## src/rtl/cpu_control_fsm.sv

```systemverilog
// ---------------------------------------------------------------------------
// cpu_control_fsm
//   Multi-cycle fetch/decode/execute sequencer feeding reg_file_alu.
//   Holds the program counter, latches the 16-bit instruction returned by a
//   combinational instruction memory, decodes it into the register-file/ALU
//   control bundle and resolves BZ using the ALU Zero output.
//   Every instruction takes three cycles: FETCH -> DECODE -> EXEC.
//
// Ports
//   CLK          in   system clock, rising edge
//   reset        in   synchronous, active-high
//   start        in   one-cycle pulse, leaves IDLE
//   instr        in   instruction memory data at address pc (same cycle)
//   pc           out  program counter / instruction memory address
//   RA1/RA2/WA   out  register file read/read/write addresses
//   immediate    out  8-bit immediate operand
//   ALUControl   out  00 add, 01 sub, 10 and, 11 or
//   ALUSrc       out  0 = RD2, 1 = immediate
//   write_enable out  register file write strobe (one EXEC cycle, ALU ops)
//   Zero         in   ALU result == 0
//   halted       out  high in HALT
//
// INSTR_W must be 16; the field layout below is hard-wired to it.
// ---------------------------------------------------------------------------
module cpu_control_fsm #(
  parameter int PC_W    = 8,
  parameter int INSTR_W = 16
) (
  input  logic               CLK,
  input  logic               reset,
  input  logic               start,
  input  logic [INSTR_W-1:0] instr,
  output logic [PC_W-1:0]    pc,
  output logic [3:0]         RA1,
  output logic [3:0]         RA2,
  output logic [3:0]         WA,
  output logic [7:0]         immediate,
  output logic [1:0]         ALUControl,
  output logic               ALUSrc,
  output logic               write_enable,
  input  logic               Zero,
  output logic               halted
);

  typedef enum logic [2:0] {
    S_IDLE   = 3'd0,
    S_FETCH  = 3'd1,
    S_DECODE = 3'd2,
    S_EXEC   = 3'd3,
    S_HALT   = 3'd4
  } state_t;

  localparam logic [3:0] OP_ADD  = 4'h1;
  localparam logic [3:0] OP_SUB  = 4'h2;
  localparam logic [3:0] OP_AND  = 4'h3;
  localparam logic [3:0] OP_OR   = 4'h4;
  localparam logic [3:0] OP_ADDI = 4'h5;
  localparam logic [3:0] OP_SUBI = 4'h6;
  localparam logic [3:0] OP_BZ   = 4'h8;
  localparam logic [3:0] OP_JMP  = 4'h9;
  localparam logic [3:0] OP_HALT = 4'hF;

  state_t               state_q, state_d;
  logic [PC_W-1:0]      pc_q, pc_d;
  logic [INSTR_W-1:0]   ir_q, ir_d;
  logic                 z_q, z_d;

  // Instruction fields
  logic [3:0] op, rd, rs1, rs2;
  logic [7:0] imm;

  assign op  = ir_q[15:12];
  assign rd  = ir_q[11:8];
  assign rs1 = ir_q[7:4];
  assign rs2 = ir_q[3:0];
  assign imm = ir_q[7:0];

  logic is_alu_rr, is_alu_imm, is_alu, is_bz, is_jmp, is_halt, taken;
  logic [PC_W-1:0] br_tgt;

  assign is_alu_rr  = (op == OP_ADD) || (op == OP_SUB) ||
                      (op == OP_AND) || (op == OP_OR);
  assign is_alu_imm = (op == OP_ADDI) || (op == OP_SUBI);
  assign is_alu     = is_alu_rr || is_alu_imm;
  assign is_bz      = (op == OP_BZ);
  assign is_jmp     = (op == OP_JMP);
  assign is_halt    = (op == OP_HALT);
  // BZ tests the flag left by the most recent ALU instruction, not the
  // live Zero input (nothing meaningful is on the ALU during a branch).
  assign taken      = is_jmp || (is_bz && z_q);
  // Zero-extend or truncate the 8-bit target to the PC width.
  assign br_tgt     = PC_W'(imm);

  // -------------------------------------------------------------------------
  // State register
  // -------------------------------------------------------------------------
  always_ff @(posedge CLK) begin
    if (reset) state_q <= S_IDLE;
    else       state_q <= state_d;
  end

  // -------------------------------------------------------------------------
  // Next-state logic; start only matters in IDLE
  // -------------------------------------------------------------------------
  always_comb begin
    state_d = state_q;
    case (state_q)
      S_IDLE:   if (start) state_d = S_FETCH;
      S_FETCH:  state_d = S_DECODE;
      S_DECODE: state_d = S_EXEC;
      S_EXEC:   state_d = is_halt ? S_HALT : S_FETCH;
      S_HALT:   state_d = S_HALT;
      default:  state_d = S_IDLE;
    endcase
  end

  // -------------------------------------------------------------------------
  // Datapath registers: pc, IR, Z flag
  // -------------------------------------------------------------------------
  always_ff @(posedge CLK) begin
    if (reset) begin
      pc_q <= '0;
      ir_q <= '0;
      z_q  <= 1'b0;
    end else begin
      pc_q <= pc_d;
      ir_q <= ir_d;
      z_q  <= z_d;
    end
  end

  // IR loads in FETCH; pc and Z only change on the closing edge of EXEC,
  // so pc stays put from FETCH through EXEC.
  always_comb begin
    pc_d = pc_q;
    ir_d = ir_q;
    z_d  = z_q;
    if (state_q == S_FETCH) ir_d = instr;
    if (state_q == S_EXEC) begin
      if (is_alu) z_d = Zero;
      if (taken)         pc_d = br_tgt;
      else if (!is_halt) pc_d = pc_q + PC_W'(1);
    end
  end

  // -------------------------------------------------------------------------
  // Output logic: decode straight off IR so the bundle is stable from
  // DECODE through EXEC. Non-ALU opcodes drive the bundle to zero.
  // -------------------------------------------------------------------------
  always_comb begin
    RA1        = 4'h0;
    RA2        = 4'h0;
    WA         = 4'h0;
    immediate  = 8'h00;
    ALUControl = 2'b00;
    ALUSrc     = 1'b0;
    case (op)
      OP_ADD, OP_SUB, OP_AND, OP_OR: begin
        WA  = rd;
        RA1 = rs1;
        RA2 = rs2;
        case (op)
          OP_SUB:  ALUControl = 2'b01;
          OP_AND:  ALUControl = 2'b10;
          OP_OR:   ALUControl = 2'b11;
          default: ALUControl = 2'b00;
        endcase
      end
      OP_ADDI, OP_SUBI: begin
        WA         = rd;
        RA1        = rd;
        immediate  = imm;
        ALUSrc     = 1'b1;
        ALUControl = (op == OP_SUBI) ? 2'b01 : 2'b00;
      end
      default: ;
    endcase

    // Reset in EXEC must suppress the write on that same edge.
    write_enable = (state_q == S_EXEC) && is_alu && !reset;
    halted       = (state_q == S_HALT);
    pc           = pc_q;
  end

endmodule

```

## config.mk

```make
export PLATFORM = sky130hd
export DESIGN_NAME = cpu_control_fsm
export DESIGN_NICKNAME = d
export VERILOG_FILES = /design/src/rtl/cpu_control_fsm.sv
export SDC_FILE = /design/constraint.sdc
export NUM_CORES = 1
export LEC_CHECK = 0
export CAP_MARGIN = 20
export CORE_MARGIN = 5
export CORE_UTILIZATION = 40
export DETAILED_ROUTE_END_ITERATION = 16
export PLACE_DENSITY = 0.84
export SLEW_MARGIN = 20
export SYNTH_ARGS = -nofsm -noshare
export SYNTH_HDL_FRONTEND = slang
export SYNTH_SLANG_ARGS = --single-unit
```

## constraint.sdc

```tcl
create_clock -name CLK -period 1.3 [get_ports CLK]
set_input_delay 0.13 -clock CLK [delete_from_list [all_inputs] [get_ports CLK]]
set_output_delay 0.13 -clock CLK [all_outputs]
set_load 0.01 [all_outputs]
```

==> out/results.ini, run 1 <==
[outcome]
outcome = finished, violations left
violations = negative setup slack

[logic_synthesis]
yosysWarnings = 0
synth_top_family_by_area = simple AND/OR/NAND/NOR gates
ys_ff_latch = 28
synth_compound_area_frac = 0.163
synthCells = 194
yosysSeqAreaShare = 0.367
synth_ff_type = dfxtp_1
synth_area_leader_cell = dfxtp_1
synth_most_common_cell = nand2_1
synth-simple-area-share = 0.342
syn_avg_cell_area_um2 = 7.88
synth_common_cells = nand2_1, dfxtp_1, a21oi_1
synth_top_area_frac = 0.367
synth_nets = 215
async_reset_ff_frac = 0
synth.distinct_cells = 42
synth-edff-count = 0
syn_area_mm2 = 0.00153
synth_area_leaders = dfxtp_1, nand2_1, a21oi_1
synthXorXnorAreaFrac = 0.0115
synthMuxAreaShare = 0.0458
yosys.area_share.adder = 0.00818

[critical_path]
crit_slowest_cell = dfxtp_2
worst-setup-path-type = reg2out
critPathRequiredTime_ps = 1170
reg2reg_slack_ps = -380
r2r_start = ir_q[13]
cp.arrival_ps = 1670
r2r-end = z_q
cp-start-kind = flip-flop
crit_buf_inv = 4
path_cells = buf_6 > xnor2_4 > nor3b_2 > buf_2 > buf_6 > a22o_1 > buf_2
cp_top_family = buffers and inverters
cp-end-kind = output pin
worstSetupStartpoint = ir_q[12]
reg2reg_depth = 8
cp_max_fo = 3
slowest_delay_ps = 340

[clocking]
ctsHoldBuffers = 0
cts_tree = yes
cts_max_path_buffers = 2
clk_pin_slew_ps = 100
cts_max_level = 1
root_buffer = clkbuf_8
clkSinkCount = 28
insertion_delay_ps = 280
cts_buffers = 3

[grt]
antenna_found_initial = 0
grt_pass1_vias = 1869
grt_max_degree = 17
grt_pass1_wl_um = 8840
overflow = 0
track_usage = 0.213

[detailed_routing]
drtIter0Drc = 170
ant_nets = 0
wire_per_inst_um = 18.9
vias = 1945
firstDrtPassIters = 4
drt-total-wl_um = 6560
via_per_inst = 5.61
drc_errors = 0

[floorplan]
start_util = 0.415
io_pins = 53
dieArea_mm2 = 0.00516
core_mm2 = 0.00369
die_w_um = 71.8
die_y_um = 71.8
row_count = 22

[power]
power.density_mw_per_mm2 = 960
ir_drop_mv = 0.688
leakagePower_nw = 1.26

[cells_and_area]
n_antenna_cell = 0
fillCellCount = 241
area_growth_pct = 86.8
drive_above_1_share = 0.515
final_area_mm2 = 0.00286
nets = 321
final_cells = 347

[sta]
period_share = 1.39
setup_viol = 39
layout_min_cycle_time_ps = 1800
max_freq_mhz = 555
worstMarginPinSlew_ps = 282
setup_ws_ps = -503
rsz0062_at_grt = true
timing.slew.headroom = 0.811
clock_skew_ps = 3.67
slew_viol_final = 0
hold_viol = 0

[worst_hold_path]
min_from = instr[15]
whs_path_depth = 3
holdPathEnd = ir_q[15]
min_path_type = in2reg

[placement]
place_hpwl_um = 3460
dp_cells = 321
io_buffers = 52
gp_congestion = 0.838
placed_cell_area_mm2 = 0.00235

[run]
cap_violations = 0

==> registers in the layout, indices dropped and copies added, names as in the netlist <==
name / flops
z_q: 1
pc: 8
state_q: 3
ir_q: 16
==> metrics by stage <==
step	total power (W)	hold slack, ps	util	setup TNS (ps)	setup slack (ps)
global route	0.00283	375	0.774	-14440	-571
finish	0.00274	379	0.774	-12590	-503
floorplan	0.00137	266	-	-474	-42.8
CTS	0.00251	378	0.710	-9920	-440
global placement	0.00166	459	0.636	-10790	-451
detailed placement	0.00167	468	0.636	-12010	-524
==> cell type report <==
cell class | count | area (um^2) | share of cell area
repair buffers | 113 | 998 | 0.350
inverters | 5 | 18.8 | 0.00657
flip-flops and latches | 28 | 581 | 0.203
multi-input cells | 149 | 1130 | 0.395
clock inverters | 1 | 30.0 | 0.0105
well taps | 48 | 60.1 | 0.0210
clock buffers | 3 | 41.3 | 0.0145
==> where the power goes <==
group	total (W)	internal, W	switching (W)
combinational	0.00102	0.000526	0.000494
sequential	0.00101	0.000933	0.0000783
clock	0.000711	0.000413	0.000298
total	0.00274	0.00187	0.000870
==> metal layers <==
metal | vias up | GRT usage | routed length [um]
met5 | - | 0 | 0
met4 | 0 | 0.0710 | 269
met3 | 24 | 0.0295 | 467
met2 | 98 | 0.406 | 3400
met1 | 928 | 0.240 | 2420
li1 | 895 | - | -
==> cells in the final DEF, fill, tap and decap left out, types with 3 or more instances in the layout <==
master	netlist	layout
buf_4	4	39
buf_6	1	33
nand2_1	34	26
clkdlybuf4s50_1	0	19
dfxtp_1	28	16
a21oi_1	25	14
buf_2	4	13
nor2_1	12	11
a21oi_2	0	10
dfxtp_2	0	10
dlygate4sd2_1	0	9
and2_4	0	7
mux2i_1	7	7
nand2_2	1	5
and2_1	12	5
nand2_4	1	5
inv_1	5	5
a22o_1	4	4
and3_4	0	4
o32ai_1	4	4
nand3_1	5	3
nor4_1	3	3
nor2b_1	3	3
o21ai_1	1	3
clkbuf_8	0	3
==> cells by family after synthesis <==
kind of cell	count (synthesis)
fa+ha+maj	1
simple gates	97
compound gates	41
flops	28
mux	7
buf+inv	18
xor+xnor	2
==> timing repair <==
item,CTS,global route
resized for setup,160,51
setup endpoints to repair,57,52
cloned,3,0
hold endpoints to repair,0,0
pin swaps,21,21
buffers inserted,12,9
==> how the worst max path moves through the flow <==
stage	depth (start not counted)	slack, ps	to
floorplan	5	-40	pc[7]
global placement	6	-450	RA1[3]
detailed placement	6	-520	RA1[3]
CTS	7	-440	RA1[3]
global route	7	-570	RA1[3]
finish	7	-500	RA1[3]
==> tightest hold or removal path: cells and delay by family <==
kind | cells | cell delay [ps]
buffers and inverters | 1 | 390
AOI/OAI and AO/OA | 1 | 50
and+or+nand+nor | 1 | 60
No activity file was read; power rests on OpenSTA's default activity.
==> inputs of run 2 (changes only) <==
==> constraint.sdc (replaced) <==
create_clock -name CLK -period 1.3 [get_ports CLK]
set_input_delay 0.13 -clock CLK [delete_from_list [all_inputs] [get_ports CLK]]
set_output_delay 0.13 -clock CLK [all_outputs]
set_load 0.05 [all_outputs]
==> out/results.ini, run 2 (synthesis gave the netlist of run 1 again) <==
[outcome]
outcome = finished, violations left
violations = negative setup slack

[sta]
worstMarginPinSlew_ps = 298  ; +16.3 ps
setup_ws_ps = -431  ; +71.8 ps
hold_viol = 0  ; unchanged
rsz0062_at_grt = true
slew_viol_final = 0  ; unchanged
timing.slew.headroom = 0.800  ; -0.0109
period_share = 1.33  ; -0.0552
layout_min_cycle_time_ps = 1730  ; -71.8 ps
clock_skew_ps = 7.57  ; +3.90 ps
setup_viol = 37  ; -5.1%
max_freq_mhz = 578  ; +4.1%

[cells_and_area]
nets = 301  ; -6.2%
final_cell_mix = buf_12, nand2_1, buf_4
multi_input_area_mm2 = 0.00115  ; +2.4%
final_area_mm2 = 0.00308  ; +7.8%
fillCellCount = 178  ; -26%
largest-register = ir_q
largest_register_ffs = 16  ; unchanged
regArea_um2 = 598  ; +3.0%
area_growth_pct = 101
final_common_cell = buf_12
utilization = 0.835  ; +0.0607
drive_above_1_share = 0.523  ; +0.00825

[critical_path]
worstSetupStartpoint = ir_q[13]
cp_num_cells = 5  ; -2
r2r_start = ir_q[12]
reg2reg_depth = 7  ; -1
reg2reg_slack_ps = -370  ; about the same
cp_top_family = flip-flops
critPathRequiredTime_ps = 1170  ; about the same
cp-end-kind = output pin
cp-start-kind = flip-flop
slowest_delay_ps = 390  ; +50 ps
crit_slowest_cell = dfxtp_4
path_cells = xnor2_2 > nor3b_4 > buf_4 > a22o_4 > buf_12
crit_buf_inv = 2  ; -2
worst-setup-path-type = reg2out
cp.arrival_ps = 1600  ; -70 ps
cp_max_fo = 4  ; +1

[floorplan]
core_mm2 = 0.00369  ; unchanged
die_y_um = 71.8  ; unchanged
die_w_um = 71.8  ; unchanged
dieArea_mm2 = 0.00516  ; unchanged
start_util = 0.415  ; unchanged
row_count = 22  ; unchanged
io_pins = 53  ; unchanged

[worst_hold_path]
min_from = instr[11]
min_path_type = in2reg
whs_path_depth = 3  ; unchanged

[power]
design_power_total_w = 0.00262  ; -4.5%
leakagePower_nw = 1.21  ; -4.0%
power.density_mw_per_mm2 = 850  ; -11%
ir_drop_mv = 0.656  ; -4.7%

[clocking]
clkSinkCount = 28  ; unchanged
insertion_delay_ps = 280  ; about the same
root_buffer = clkbuf_8
cts_max_level = 1  ; unchanged
cts_max_path_buffers = 2  ; unchanged
clk_pin_slew_ps = 100  ; about the same
cts_buffers = 3  ; unchanged
cts_tree = yes

[placement]
placed_cell_area_mm2 = 0.00276  ; +18%
place_hpwl_um = 3920  ; +13%
gp_congestion = 0.874  ; +4.3%
io_buffers = 52  ; unchanged

[detailed_routing]
firstDrtPassIters = 5  ; +1
via_per_inst = 6.13  ; +9.3%
drtIter0Drc = 237  ; +39%
drc_errors = 0  ; unchanged
vias = 2009  ; +3.3%
drt-total-wl_um = 7360  ; +12%
wire_per_inst_um = 22.5  ; +19%
ant_nets = 0  ; unchanged

[grt]
use_met2 = 0.457  ; +0.0510
grt_max_degree = 17  ; unchanged
busiest_layer = met2
overflow = 0  ; unchanged
grt_pass1_wl_um = 9700  ; +9.8%
grt_pass1_vias = 1955  ; +4.6%
antenna_found_initial = 1  ; +1
use_met3 = 0.0379  ; +0.00842
track_usage = 0.240  ; +0.0262
grt_use_met1 = 0.259  ; +0.0188

[run]
cap_violations = 0  ; unchanged

run 2: area by class of cell:
class	count	area share
well taps	48	0.0195
flip-flops and latches	28	0.194
multi-input cells	149	0.375
clock buffers	4	0.0146
repair buffers	93	0.390
diodes	1	0.000812
inverters	5	0.00609
run 2: where the power goes:
group	total (W)	switching (W)	internal, W
Sequential	0.00103	0.000106	0.000926
Clock	0.000506	0.000286	0.000220
Combinational	0.00108	0.000575	0.000506
run 2: worst paths after layout:
path,end
setup reg to reg,pc[3]
setup / recovery,RA1[0]
hold reg to reg,ir_q[9]
hold / removal,ir_q[11]
run 2: what timing repair did:
action                     in CTS  in global routing
buffers inserted                4                  2
gates resized for setup        28                 22
setup endpoints to repair      35                 49
pin swaps                      14                  8
gates cloned                    1                  1
hold buffers                    0                  0
run 2: worst reg2reg max path, cell delays in order (launching register included):
cell	delay, ps
dfxtp_4	380
buf_4	160
buf_4	140
or2_4	240
nand2_4	100
buf_6	130
mux2i_1	270
o32ai_2	130
run 2: per-stage QoR:
stage | hold slack, ps | std cells | setup TNS, ps | setup WS (ps)
floorplan | 258 | 194 | -1870 | -161
global placement | 459 | 315 | -1920 | -121
detailed placement | 456 | 315 | -3380 | -212
CTS | 390 | 324 | -11240 | -448
global route | 418 | 328 | -13290 | -449
finish | 401 | 328 | -11990 | -431
run 2: metal layers:
layer / up-vias / part of all wire / wire, um
li1: 851 / - / -
met3: 30 / 0.086 / 633
met5: - / 0 / 0
met4: 0 / 0.047 / 344
met1: 974 / 0.37 / 2720
met2: 154 / 0.50 / 3670
==> inputs of run 3 (changes only) <==
--- a/config.mk
+++ b/config.mk
@@ -5,7 +5,9 @@
 export SDC_FILE = /design/constraint.sdc
 export NUM_CORES = 1
 export LEC_CHECK = 0
+export ABC_CLOCK_PERIOD_IN_PS = 1300
 export CAP_MARGIN = 20
+export CORE_ASPECT_RATIO = 0.6
 export CORE_MARGIN = 5
 export CORE_UTILIZATION = 40
 export DETAILED_ROUTE_END_ITERATION = 16
==> out/results.ini, run 3 (synthesis gave the netlist of run 1 again) <==
[detailed_routing]
drtIter0Drc = 234  ; -1.3%
drt-total-wl_um = 7780  ; +5.6%
ant_nets = 0  ; unchanged
via_per_inst = 6.18  ; +0.96%
wire_per_inst_um = 23.9  ; +6.3%
firstDrtPassIters = 5  ; unchanged
vias = 2016  ; +0.35%
drc_errors = 0  ; unchanged

[critical_path]
reg2reg_depth = 7  ; unchanged
cp-start-kind = flip-flop
cp.arrival_ps = 1670  ; +70 ps
cp-end-kind = output pin
cp_max_fo = 6  ; +2
path_cells = buf_4 > a31oi_2 > buf_4 > and3_4 > buf_12
reg2reg_slack_ps = -310  ; +60 ps
worst-setup-path-type = reg2out
crit_slowest_cell = dfxtp_4
slowest_delay_ps = 400  ; about the same
r2r-end = pc[4]
r2r_start = ir_q[12]
critPathRequiredTime_ps = 1170  ; about the same
worst_path_most_repeated_cell = buf_4
worstSetupStartpoint = ir_q[12]

[cells_and_area]
largest_register_ffs = 16  ; unchanged
drive_above_1_share = 0.559  ; +0.0358
utilization = 0.872  ; +0.0373
n_antenna_cell = 0  ; -1
final_area_mm2 = 0.00321  ; +4.2%
final_common_cell = buf_12
largest-register = ir_q
nets = 301  ; unchanged
final_cell_mix = buf_12, nand2_1, buf_4
area_growth_pct = 110

[clocking]
insertion_delay_ps = 290  ; about the same
clkSinkCount = 28  ; unchanged
cts_tree = yes
cts_max_path_buffers = 2  ; unchanged
clk_pin_slew_ps = 110  ; about the same
root_buffer = clkbuf_8
cts_max_level = 1  ; unchanged
cts_buffers = 3  ; unchanged

[power]
power.density_mw_per_mm2 = 885  ; +4.1%
ir_drop_mv = 0.695  ; +5.9%
leakagePower_nw = 1.22  ; +0.63%

[placement]
gp_congestion = 0.890  ; +1.8%
io_buffers = 52  ; unchanged
place_hpwl_um = 4290  ; +9.4%
placed_cell_area_mm2 = 0.00278  ; +0.77%

[sta]
hold_viol = 0  ; unchanged
setup_ws_ps = -502  ; -70.6 ps
max_freq_mhz = 555  ; -3.9%
clock_skew_ps = 10.4  ; +2.87 ps
layout_min_cycle_time_ps = 1800  ; +70.6 ps
worstMarginPinSlew_ps = 549  ; +251 ps
rsz0062_at_grt = true
timing.slew.headroom = 0.631  ; -0.169
slew_viol_final = 0  ; unchanged
setup_viol = 35  ; -5.4%
tns_ps = -12910  ; -919 ps
period_share = 1.39  ; +0.0543

[run]
cap_violations = 0  ; unchanged

[floorplan]
start_util = 0.416  ; +0.000987
die_w_um = 89.8  ; +25%
dieArea_mm2 = 0.00520  ; +0.79%
core_mm2 = 0.00368  ; -0.24%
die_y_um = 57.9  ; -19%
io_pins = 53  ; unchanged
row_count = 17  ; -23%

[grt]
track_usage = 0.259  ; +0.0190
antenna_found_initial = 0  ; -1
grt_pass1_vias = 1961  ; +0.31%
grt_max_degree = 17  ; unchanged
overflow = 0  ; unchanged
grt_pass1_wl_um = 10600  ; +9.7%

[outcome]
violations = negative setup slack
outcome = finished, violations left

[worst_hold_path]
min_path_type = in2reg
min_from = instr[9]
whs_path_depth = 3  ; unchanged
holdPathEnd = ir_q[9]

run 3: changes by cell type in the layout (fill, tap and decap cells not counted), sizes merged:
cell and change:
diode -1
run 3: worst max-delay path by stage:
stage	end	slack (ps)
3_5_place_dp	pc[4]	-240
3_3_place_gp	z_q	-110
2_1_floorplan	immediate[0]	-160
6_report	WA[2]	-500
5_1_grt	WA[2]	-550
4_1_cts	RA2[1]	-430
run 3: final cells by class:
type	count	area, um^2
multi-input combinational	149	1210
sequential	28	601
fill	155	469
timing repair buffer	93	1260
clock buffer	4	66.3
tap	47	58.8
inverter	5	18.8
run 3: metrics by stage:
stage | total power (W) | instances | hold WS, ps | worst slack, ps
global placement | 0.00191 | 312 | 467 | -114
finish | 0.00284 | 326 | 366 | -502
global route | 0.00291 | 326 | 378 | -550
detailed placement | 0.00196 | 312 | 477 | -244
floorplan | 0.00152 | 194 | 258 | -161
CTS | 0.00265 | 322 | 380 | -428
run 3: worst max-delay path: cells and delay by family (launching register included):
family / cells / cell delay [ps]
AO/OA/AOI/OAI: 1 / 260
flip-flops: 1 / 400
buffers and inverters: 3 / 510
AND/OR/NAND/NOR: 1 / 210
run 3: timing repair:
| action | in CTS | in global routing |
|---|---|---|
| pin swaps | 10 | 9 |
| setup endpoints to repair | 35 | 45 |
| hold buffers | 0 | 0 |
| buffers inserted | 5 | 4 |
| cloned | 1 | 1 |
| resized for setup | 39 | 34 |
run 3: where the power goes:
group / internal (W) / switching, W / total [W]
clock: 0.000337 / 0.000309 / 0.000646
sequential: 0.000927 / 0.000116 / 0.00104
combinational: 0.000564 / 0.000588 / 0.00115
run 3: metal layers:
layer,routed length (um),GRT usage,share of wire
met1,3050,0.311,0.39
met3,793,0.0804,0.10
met5,0,0,0
met4,465,0.131,0.060
met2,3470,0.423,0.45
